--- src/rtl/pong_game_ctrl.sv ---
// Pong game-flow sequencer: serve/play/point/over FSM, scores and frame-paced delays.
// Optional pause feature is compiled in with `define PONG_PAUSE_EN.
//
// state | meaning
// IDLE  | power-up, waiting for start, ball held at centre
// SERVE | ball held at centre for SERVE_FRAMES frames
// PLAY  | rally in progress, paddles and ball move
// POINT | pause of POINT_FRAMES frames after a point
// OVER  | a player reached SCORE_LIMIT, waiting for start
// PAUSE | rally frozen in place (PONG_PAUSE_EN only)
module pong_game_ctrl #(
   parameter int SCORE_LIMIT  = 9,
   parameter int SERVE_FRAMES = 60,
   parameter int POINT_FRAMES = 120
) (
   input  logic       i_Clk,
   input  logic       i_Rst_L,
   input  logic       i_Frame_Start,
   input  logic       i_Start,
   input  logic       i_Ball_Out_P1,
   input  logic       i_Ball_Out_P2,
`ifdef PONG_PAUSE_EN
   input  logic       i_Pause,
`endif
   output logic       o_Play_En,
   output logic       o_Ball_Reset,
   output logic       o_Serve_Dir,
   output logic [3:0] o_P1_Score,
   output logic [3:0] o_P2_Score,
   output logic       o_Game_Over,
   output logic       o_Winner,
   output logic [2:0] o_State
);

   localparam int MAX_FRAMES = (SERVE_FRAMES > POINT_FRAMES) ? SERVE_FRAMES : POINT_FRAMES;
   localparam int CNT_W      = $clog2(MAX_FRAMES + 1);

   localparam logic [CNT_W-1:0] SERVE_TC = CNT_W'(SERVE_FRAMES - 1);
   localparam logic [CNT_W-1:0] POINT_TC = CNT_W'(POINT_FRAMES - 1);
   localparam logic [3:0]       LIMIT    = 4'(SCORE_LIMIT);

   typedef enum logic [2:0] {
      IDLE  = 3'd0,
      SERVE = 3'd1,
      PLAY  = 3'd2,
      POINT = 3'd3,
      OVER  = 3'd4,
      PAUSE = 3'd5
   } state_t;

   state_t           state, state_nxt;
   logic [CNT_W-1:0] cnt, cnt_nxt;
   logic [3:0]       p1_nxt, p2_nxt;
   logic             dir_nxt;

   always_comb begin
      state_nxt = state;
      cnt_nxt   = cnt;
      p1_nxt    = o_P1_Score;
      p2_nxt    = o_P2_Score;
      dir_nxt   = o_Serve_Dir;
      case (state)
         IDLE: begin
            p1_nxt = '0;
            p2_nxt = '0;
            if (i_Start) state_nxt = SERVE;
         end
         SERVE: begin
            if (i_Frame_Start) begin
               if (cnt == SERVE_TC) state_nxt = PLAY;
               else                 cnt_nxt   = cnt + CNT_W'(1);
            end
         end
         PLAY: begin
            // ball-out outranks start/pause; a double ball-out replays the rally
            if (i_Ball_Out_P1 && i_Ball_Out_P2) begin
               state_nxt = POINT;
            end else if (i_Ball_Out_P1) begin
               if (o_P2_Score < LIMIT) p2_nxt = o_P2_Score + 4'd1;
               dir_nxt   = 1'b0;
               state_nxt = POINT;
            end else if (i_Ball_Out_P2) begin
               if (o_P1_Score < LIMIT) p1_nxt = o_P1_Score + 4'd1;
               dir_nxt   = 1'b1;
               state_nxt = POINT;
            end
`ifdef PONG_PAUSE_EN
            else if (i_Pause) begin
               state_nxt = PAUSE;
            end
`endif
         end
         POINT: begin
            if (i_Frame_Start) begin
               if (cnt == POINT_TC)
                  state_nxt = (o_P1_Score == LIMIT || o_P2_Score == LIMIT) ? OVER : SERVE;
               else
                  cnt_nxt = cnt + CNT_W'(1);
            end
         end
         OVER: begin
            if (i_Start) begin
               p1_nxt    = '0;
               p2_nxt    = '0;
               state_nxt = SERVE;
            end
         end
`ifdef PONG_PAUSE_EN
         PAUSE: begin
            if (i_Pause) state_nxt = PLAY;
         end
`endif
         default: state_nxt = IDLE;
      endcase
      if (state_nxt != state) cnt_nxt = '0;
   end

   // outputs are decoded from next-state so they land in the same register stage as the state
   always_ff @(posedge i_Clk or negedge i_Rst_L) begin
      if (!i_Rst_L) begin
         state        <= IDLE;
         cnt          <= '0;
         o_P1_Score   <= '0;
         o_P2_Score   <= '0;
         o_Serve_Dir  <= 1'b0;
         o_Play_En    <= 1'b0;
         o_Ball_Reset <= 1'b1;
         o_Game_Over  <= 1'b0;
         o_Winner     <= 1'b0;
      end else begin
         state        <= state_nxt;
         cnt          <= cnt_nxt;
         o_P1_Score   <= p1_nxt;
         o_P2_Score   <= p2_nxt;
         o_Serve_Dir  <= dir_nxt;
         o_Play_En    <= (state_nxt == PLAY);
         o_Ball_Reset <= (state_nxt == IDLE) || (state_nxt == SERVE) ||
                         (state_nxt == POINT) || (state_nxt == OVER);
         o_Game_Over  <= (state_nxt == OVER);
         o_Winner     <= (state_nxt == OVER) && (p2_nxt == LIMIT);
      end
   end

   assign o_State = state;

endmodule

--- config.mk ---
export PLATFORM = sky130hd
export DESIGN_NAME = pong_game_ctrl
export DESIGN_NICKNAME = d
export VERILOG_FILES = /design/src/rtl/pong_game_ctrl.sv
export SDC_FILE = /design/constraint.sdc
export NUM_CORES = 1
export LEC_CHECK = 0
export CAP_MARGIN = 20
export CORE_UTILIZATION = 57
export DETAILED_ROUTE_END_ITERATION = 10
export GPL_TIMING_DRIVEN = 0
export PLACE_DENSITY_LB_ADDON = 0.05
export SYNTH_ARGS = -nofsm -noshare
export SYNTH_HDL_FRONTEND = slang
export SYNTH_SLANG_ARGS = --single-unit
--- constraint.sdc ---
create_clock -name i_Clk -period 3.5 [get_ports i_Clk]
set_clock_uncertainty 0.15 [all_clocks]
set_input_delay 1.05 -clock i_Clk [delete_from_list [all_inputs] [get_ports i_Clk]]
set_output_delay 1.05 -clock i_Clk [all_outputs]
set_load 0.02 [all_outputs]
Yosys cells after proc, flatten, opt, wreduce, memory -nomap -nowiden:

Index checks and enable logic that the tools add are counted.

* div/mod/pow operators: 0
* mux-type cells: 29
* multipliers: 0
* $lt $le $gt $ge: 2
* eq/ne operators: 23
* $add $sub $neg: 3
* bitwise logic cells: 1
* shift-type cells: 0
* reductions and logical operators: 15

Operators by type and width (count)
* 4-bit two-way mux: 9
* 7-bit two-way mux: 5
* 3-bit two-way mux: 9
* 4-bit case mux with 3 select lines: 2
* 7-bit case mux with 2 select lines: 1
* 3-bit by 2-bit equality test with 1-bit output, second input constant: 4
* 4-bit equality test, second input constant: 3
* 3-bit != test, second input constant: 4
* 3-bit case mux with 4 select lines: 1
* 2-bit != test, second input constant: 5
* 4-bit by 1-bit adder with 4-bit output, second input constant: 2
* 4-bit less-than comparator, second input constant: 2
* 7-bit by 1-bit adder with 7-bit output, second input constant: 1
* 7-bit by 6-bit equality test with 1-bit output, second input constant: 1
* 7-bit equality test, second input constant: 1
* 3-bit by 1-bit equality test with 1-bit output, second input constant: 2
* 3-bit equality test, second input constant: 2
* 3-bit logical NOT: 2
* 6-bit AND reduction: 1
* 3-bit nonzero test: 2
* 5-bit AND reduction: 1
* 1-bit logical OR: 4
* 3-bit != test: 1
* 3-bit AND reduction: 1
* other kinds (5): 7

* bits of input ports: 6
* bits in read-only memories: 0
* flip-flop bits (word level): 23
* memories kept: 0
* output and inout bits: 16
* logic and storage cells: 82
* bits in writable memories: 0
* bits in latches: 0

Depth between registers and ports, before layout:

Gate-level depths: netlist of the first run.

* depth in word-level cells: 10
* mapped depth: 7
* gate-level depth less buffers: 7

Least setup slack after synthesis of the first run:

OpenSTA, ideal clock, no wires.

* path kind: input to register
* start: in i_Ball_Out_P1
* end: reg o_Winner
* stages on the path: 6
* library setup time: 0.094 ns
* required time: 3.256 ns
* arrival time: 2.231 ns
* buffers on the path: 0
* path slack: 1.025 ns
* cells stage by stage: ha_1 nand2b_1 a21oi_1 a21oi_2 a32o_2 nor4b_4

* word-level cells in the longest chain between the ends: 5
* elaborated cells between the ends (all ways): 10
* those cells by class: eq/ne (2); mux (6); reduce/logical (2)

RTL lines
* start: declaration: line 20 `input logic i_Ball_Out_P1,`
* 4-bit two-way mux or 1-bit logical AND (tied branches): line 78, 76
* 4-bit two-way mux (*): line 76 `if (i_Ball_Out_P1 && i_Ball_Out_P2) begin`
* 4-bit case mux with 3 select lines (*): line 62 `case (state)`
* via p2_nxt[1]: line 53 `logic [3:0] p1_nxt, p2_nxt;`
* 4-bit equality test (*): line 140 `o_Winner <= (state_nxt == OVER) && (p2_nxt == LIMIT);`
* 1-bit logical AND (*): line 140
* end signal: assignment: line 140
* end: declaration: line 31 `output logic o_Winner,`

Mark *: on every way through the listed nets, which the timed path passes. The rest lies on a longest branch.
A chain may end at the register's enable or synchronous reset.

Worst setup path after layout of the first run:

Ends and elaborated chain as after synthesis.

==> results of run 1 <==
==> final cells by class <==
type                    count  area share [%]
clock buffers               4            1.58
flip-flops and latches     23            34.7
multi-input cells         102            44.5
repair buffers             22            13.5
inverters                   9            2.03
plain buffers               3            1.58
well taps                  28            2.11
==> layer usage <==
layer	GRT usage, %	vias up	routed length, um
met5	0	-	0
met4	9.26	0	34
met3	5.06	5	100
met2	39.7	26	1340
met1	34.0	529	1280
li1	-	540	-
==> worst max path at each step <==
stage | end | slack [ns] | cells past startpoint | start
finish | o_Winner$_DFF_PN0_ | 0.68 | 7 | i_Ball_Out_P1
CTS | o_Winner$_DFF_PN0_ | 0.68 | 7 | i_Ball_Out_P1
global route | cnt[0]$_DFFE_PN0P_ | 0.53 | 7 | i_Ball_Out_P1
global placement | o_Winner$_DFF_PN0_ | 0.41 | 7 | i_Ball_Out_P1
floorplan | o_Winner$_DFF_PN0_ | 1.03 | 6 | i_Ball_Out_P1
detailed placement | o_Winner$_DFF_PN0_ | 0.37 | 7 | i_Ball_Out_P1
==> synth_stat cells (5+ instances only) <==
| cell type | number |
|---|---|
| dfrtp_1 | 22 |
| nand2_1 | 9 |
| ha_1 | 8 |
| xnor2_1 | 6 |
| nand3_1 | 5 |
| inv_1 | 9 |
| o21ai_0 | 6 |
| nor2_1 | 16 |
| nor3_1 | 5 |
==> critical path, delay by kind of cell <==
family | cells | cell delay [ns]
AO/OA/AOI/OAI | 3 | 0.66
buffers and inverters | 1 | 0.50
adder cells (fa/ha/maj) | 1 | 0.28
AND/OR/NAND/NOR | 2 | 0.43
==> power by group through the flow <==
stage	sequential, W	clock, W	combinational (W)
after detailed placement	0.000383	0	0.000333
after global routing	0.000387	0.000135	0.000378
final	0.000378	0.000125	0.000334
after CTS	0.000378	0.000127	0.000335
after global placement	0.000380	0	0.000321
after floorplan	0.000389	0	0.000227
==> through the flow <==
step | hold WS [ns] | util [%] | worst slack (ns) | power (W)
global route | 0.426 | 73.8 | 0.531 | 0.000899
finish | 0.362 | 73.8 | 0.677 | 0.000836
detailed placement | 0.342 | 71.9 | 0.367 | 0.000716
floorplan | 0.363 | - | 1.03 | 0.000616
global placement | 0.319 | 71.9 | 0.406 | 0.000700
CTS | 0.370 | 73.1 | 0.682 | 0.000840
==> flip-flops by register name, indices dropped and copies added (netlist names) <==
signal        flops
cnt               7
o_Ball_Reset      1
o_Game_Over       1
o_P1_Score        4
o_P2_Score        4
o_Play_En         1
o_Serve_Dir       1
o_State           3
o_Winner          1
==> logic make-up (layout without fill, tap and decap cells) <==
family	Yosys count	count (layout)	synth area share [%]
AND/OR/NAND/NOR	59	59	26.3
AO/OA/AOI/OAI	26	26	14.4
flip-flops	23	23	41.9
buffers and inverters	12	38	4.36
adder cells (fa/ha/maj)	8	8	7.27
XOR/XNOR	8	8	5.09
multiplexers	1	1	0.727
==> run summary, run 1 <==
The run finished with clean final reports. The average instance in the mapped netlist occupies 10.0 um^2. For the count of fill cells added during filler insertion, the log shows 200. The logs give 1 for the maximum level of the CTS H-tree and 0 for the number of antenna violations at the first check in global routing. The post-route non-filler standard cell count came out at 191. The run gives 41.9% as the sequential area share after synthesis. The class of the most critical setup path is input port to register.

The run gives 4.82 mm as the first-pass GRT wire length. The iteration-0 DRC count of the detailed router is 18, and the clock-pin slew on the worst setup and hold paths is 0.13 ns. The tools report the end point of the most critical hold path as o_Serve_Dir$_DFFE_PN0P_. Data on the critical path arrives at its endpoint at 2.91 ns. The max-slew violation count is 0, and the worst-case clock buffer depth is 2. After detailed routing, the average wire length per cell comes to 14.4 um. The aggregate global routing overflow was 0. The buffer cell driving the clock tree root is clkbuf_4. Yosys attributes the largest share of cell area to dfrtp_1, ha_1, nor2_1. Clock tree synthesis inserted a total of 3 buffers. The logs give 23 for the clock sink count and 0 for the final antenna-violating net count. Counting flops with an async set or reset pin after synthesis yields a share of 100%. The fraction of layout instances using a drive strength above 1 is 13.5%. In this run the static leakage power is 0.694 nW.

Wires add up to 2.76 mm. During synthesis, Yosys emitted a total of 0 warnings. The slowest cell on the critical path was clkdlybuf4s50_1.

The number of enable flip-flop cells after synthesis is 0, and the post-CTS setup repair buffer count is 0. Synthesis inferred 23 register bits. The startpoint identified for the worst hold timing path is o_Serve_Dir$_DFFE_PN0P_. The share of total power dissipated in the clock network is 14.9%. Slew at the pin closest to its max-slew limit: 0.581 ns. The logs give 739 um^2 for the area taken by multi-input logic gates and 0 for the antenna cell count.

The most frequent standard cell in the layout excluding fill and tap cells was dfrtp_1. Counting every net in the synthesized netlist gives 151. The relative area change from synthesis to final layout was 20.8%. Once placement finished, the instance area stood at 0.00162 mm^2. Buffers placed on the I/O ports in this run total 21.

The largest total area in the synthesized netlist belongs to dfrtp_1. The required time at the endpoint of the critical path was 3.59 ns; the area taken by flip-flops and latches was 577 um^2. The top cell types in the final layout, fill and taps aside, are dfrtp_1, clkdlybuf4s50_1, nor2_1. The logs give 0.834 for the weighted congestion at the end of routability-driven global placement and 22 for the I/O pin total.

Counting tap cells, the placed design contains a total of 186 instances. The later-pin clock latency in the skew report was 0.31 ns. Headroom to the max-slew limit came out at 61.1%. The portion of synthesized cell area occupied by the leading cell type was 40.0%.

For the synthesized netlist cell count, the log shows 137. In this run the worst hold path is classified as register to register. The overall fraction of global-route tracks in use came out at 25.2%. The worst setup path is captured at a register. The die covers 0.00262 mm^2. The worst hold path was traced through 2 stages.

Row generation in the floorplan step produced 17 rows. The tools report the count of unique library cells instantiated by Yosys as 46. TritonCTS built the clock tree. Cell internal power was estimated by the tool at 0.000516 W. The cell area power density came out at 503 mW/mm^2. For this run, the top clock speed supported by timing is 0.354 GHz. Using the TritonRoute via totals, the vias-per-cell ratio works out to 5.76.

The shortest clock period the worst path allows after layout was 2.82 ns; the hold violation count in the final report was 0. The starting density of the core was 61.0%. The height of the chip came out at 51.1 um. Across the run, the number of max-cap violations was 0.

The post-route cell area came out at 0.00166 mm^2. The worst register-to-register path has a setup slack of 1.56 ns. In this run the power spent charging and discharging nets is 0.000320 W. The via count of the first global-routing pass is 1059. After the last flow step, the layout net total stands at 178. For the setup-violating endpoint count in the final report, the log shows 0. The share of power burned in combinational logic came out at 39.9%. Once the clock tree was built, the resizer swapped 0 gates to a different size. The worst setup path is launched from an input port.

After detailed routing, the number of remaining DRC violations is 0. Summed over all nets, the half-perimeter wirelength after detailed placement is 2.07 mm. On the worst path, the slowest cell contributes a delay of 0.50 ns. End of the worst register-to-register path: cnt[2]$_DFFE_PN0P_. Of the total power, registers draw 45.2%. The worst register-to-register path begins at o_P2_Score[1]$_DFF_PN0_. The maximum ir drop on the vdd rail was 0.477 mV. In this run switching power makes up 38.2% of total power. Dividing the final minimum period by the clock period gives 80.6%. The pin count of the biggest net entering global routing was 24; the path depth of the worst reg2reg path was 7. Buffers inserted to repair hold after CTS numbered 0.

The region available for standard cell placement spans 0.00225 mm^2. Along the worst path, the maximum fanout reaches 6. Setup repair after global routing left no endpoint under its margin. The number of iterations in the first detailed-routing pass was 4. The setup TNS after final layout is 0 ns. Walking the worst path, the cells encountered are clkdlybuf4s50_1 -> ha_1 -> nand2b_1 -> a21oi_1 -> a21oi_2 -> a32o_2 -> nor4b_4. The most used flip-flop cell after synthesis is dfrtp_1. Measured along the x axis, the die boundary spans 51.1 um. The cell area that synthesis handed to floorplanning was 0.00138 mm^2.

The run gives 1100 as the overall via count from detail_route.
(Power assumes the default switching activity.)
==> run 2, diff against run 1 <==
CORE_UTILIZATION = 47   (was 57)
clock period = 2.4 ns   (was 3.5 ns; I/O delays follow)
==> run 2 against run 1 <==
Clock-buffer cell count decreased by 1. Largest power group unchanged. Sequential share of layout area fell by 0.49 points. Clock power up 49%. Sequential power grew 46%. Final cell count grew 1.6%. Critical path depth decreased by 6. Highest routed layer unchanged. Combinational power increased by 46%. Total power grew 46%. Core utilization shrank 13 points. Critical path type is now register to primary output. Hold slack worse by 0.013 ns. First-iteration DRC count up 110%. Register-to-register slack got worse by 1.1 ns.
==> run summary, run 2 (same netlist as run 1, synthesis figures left out) <==
The flow ran to the end, and the final reports show no timing, DRC or antenna violations. STA classifies the critical path startpoint as a register. Traced cell by cell, the critical path runs through clkdlybuf4s50_1. The path depth of the worst reg2reg path is 7 (unchanged). The starting density of the core was 49.9% (-11 points). In this run the worst setup path terminates at o_P2_Score[0].

The largest registers in the layout are cnt: 7 flops, o_P1_Score: 4 flops, o_P2_Score: 4 flops. Among cell families on the critical path, the largest total delay comes from buffers and inverters. In this run the critical register-to-register path is launched from o_P2_Score[1]$_DFF_PN0_. The remaining max-slew budget at the tightest pin is 69.7% (+8.6 points), and the depth of the critical timing path with buffers and inverters included is 1 (-6). The via count of the first global-routing pass is 1111 (+4.9%). The number of flip-flops under the largest register name was 7 (unchanged). For the clock sink count, the log shows 23 (unchanged). The I/O pin total was 22 (unchanged). Setup repair after global routing left no endpoint under its margin.

The shortest clock period the worst path allows after layout is 2.34 ns, and the weighted congestion at the end of routability-driven global placement is 0.878 (+5.3%). The via density per instance was 5.70 (-1.0%). Hold violation count in the final report: 0 (unchanged). The biggest fanout along the worst timing path was 7 (+1); the stage delay of the slowest cell on the critical path was 0.65 ns (+0.15 ns). The top achievable clock speed is 0.427 GHz.

TritonCTS built the clock tree. The kind of end point of the critical path is a primary output. The worst reg-to-reg setup slack is 0.43 ns (-1.13 ns). The total die area is 0.00315 mm^2 (+20%). The total CTS buffers was 3 (unchanged); the relative area change from synthesis to final layout was 22.5%.

The overall routed net length is 2.84 mm (+3.2%), and the final antenna-violating net count is 0 (unchanged). Slowest cell on the critical path: clkdlybuf4s50_1. The run gives 24 (unchanged) as the pin count of the biggest net entering global routing.

Class of the worst hold path: register to register. The critical path starts at o_P2_Score[0]$_DFF_PN0_. For the cell leakage power, the log shows 0.706 nW (+1.8%). The logs give 1.47 ns (-1.44 ns) for the data arrival time of the critical path and 20.4% (-4.8 points) for the overall fraction of global-route tracks in use. Aggregate global routing overflow: 0 (unchanged). The buffer cell driving the clock tree root was clkbuf_4.

The antenna cell count is 0 (unchanged). The number of antenna violations at the first check in global routing is 0 (unchanged). The fraction of layout instances using a drive strength above 1 came out at 16.6% (+3.1 points). Required time at the endpoint of the critical path: 1.53 ns (-2.06 ns). The number of nets in the finished design is 178 (unchanged), and the number of buffer cells added on primary ports is 21 (unchanged). The library cell used most frequently in the layout, excluding fill and tap cells, is dfrtp_1. The run gives 0.701 mV (+47%) as the maximum ir drop on the vdd rail. The max-capacitance violation count is 0 (unchanged), and the clock-pin slew on the worst setup and hold paths is 0.13 ns (about the same). The final period utilization was 97.7%; the maximum level of the CTS H-tree was 1 (unchanged). The setup TNS after final layout came out at 0 ns (unchanged). The worst path buffer plus inverter count is 1 (unchanged).

The end of the worst register-to-register path is cnt[4]$_DFFE_PN0P_. The cell area power density is 726 mW/mm^2 (+44%), and the per-cell routed wire length is 14.7 um (+1.6%). The number of iterations in the first detailed-routing pass came out at 4 (unchanged). The register with the most flip-flops was cnt. For the later-pin clock latency in the skew report, the log shows 0.32 ns (about the same).

Leaving out fill and tap cells, the most frequent cells in the layout are dfrtp_1, clkdlybuf4s50_1, nor2_1. The count of fill cells added during filler insertion is 249 (+25%). Area of the core: 0.00276 mm^2 (+22%). The number of placement rows was 19 (+2).

The die width came out at 56.1 um (+9.7%). The slew at the pin closest to its max-slew limit is 0.453 ns (-0.128 ns). First-pass GRT wire length: 5.09 mm (+5.4%). The iteration-0 DRC count of the detailed router was 38 (+20); the worst-case clock buffer depth was 2 (unchanged). Detailed placer's ending HPWL: 2.07 mm (about the same). The post-CTS setup repair buffer count was 0 (unchanged); the height of the chip was 56.1 um (+9.7%).

The class of the most critical setup path was register to primary output. The logs give 0.00122 W (+46%) for the overall power and 0 (unchanged) for the number of remaining DRC errors. The max-slew violation count is 0 (unchanged), and the overall via count from detail_route is 1106 (+0.55%). The setup-violating endpoint count in the final report was 0 (unchanged).
[run 2: cell count changes in the layout (fill, tap and decap cells not counted), sizes merged]
cell,change
clkinv,+1
clkdlybuf4s50,-2
dlymetal6s2s,+1
clkbuf,-1
dlygate4sd2,+1
[run 2: metrics by stage]
stage               instance area [um^2]  instances  setup slack, ns  hold WS (ns)  util [%]
finish                              1690        194           0.0558         0.349      61.2
global route                        1690        194          0.00715         0.415      61.2
CTS                                 1660        193           0.0479         0.360      60.1
detailed placement                  1630        189           -0.403         0.330      58.9
global placement                    1630        189           -0.382         0.313      58.9
floorplan                           1380        137            0.255         0.274         -
[run 2: area by class of cell]
cell class	instances	area (um^2)	share of cell area, %
clock inverters	1	5.00	0.297
well taps	31	38.8	2.30
clock buffers	3	22.5	1.34
repair buffers	22	226	13.4
multi-input cells	102	757	44.9
plain buffers	3	26.3	1.56
inverters	9	33.8	2.00
flip-flops and latches	23	577	34.2
[run 2: report_power, final]
group | switching, W | internal [W]
Sequential | 0.0000898 | 0.000463
Combinational | 0.000261 | 0.000225
Clock | 0.000123 | 0.0000624
Total | 0.000474 | 0.000750
[run 2: how the worst min path moves through the flow]
stage	startpoint	endpoint	slack (ns)	cells past startpoint
global route	o_Serve_Dir$_DFFE_PN0P_	o_Serve_Dir$_DFFE_PN0P_	0.42	2
finish	o_Serve_Dir$_DFFE_PN0P_	o_Serve_Dir$_DFFE_PN0P_	0.35	2
floorplan	i_Rst_L	cnt[0]$_DFFE_PN0P_	0.27	0
global placement	o_Serve_Dir$_DFFE_PN0P_	o_Serve_Dir$_DFFE_PN0P_	0.31	2
CTS	o_Serve_Dir$_DFFE_PN0P_	o_Serve_Dir$_DFFE_PN0P_	0.36	2
detailed placement	o_Serve_Dir$_DFFE_PN0P_	o_Serve_Dir$_DFFE_PN0P_	0.33	2
[run 2: timing repair]
action | CTS | global route
resized for setup | 3 | 3
pin swaps | 1 | 1
hold buffers | 0 | 0
setup endpoints to repair | 8 | 8
gates cloned | 0 | 0
[run 2: metal layers]
metal	wire length [um]	vias to the layer above	track usage, %
met4	42	0	7.32
met1	1380	537	27.9
li1	-	541	-
met2	1330	23	33.3
met3	90	5	2.33
met5	0	-	0
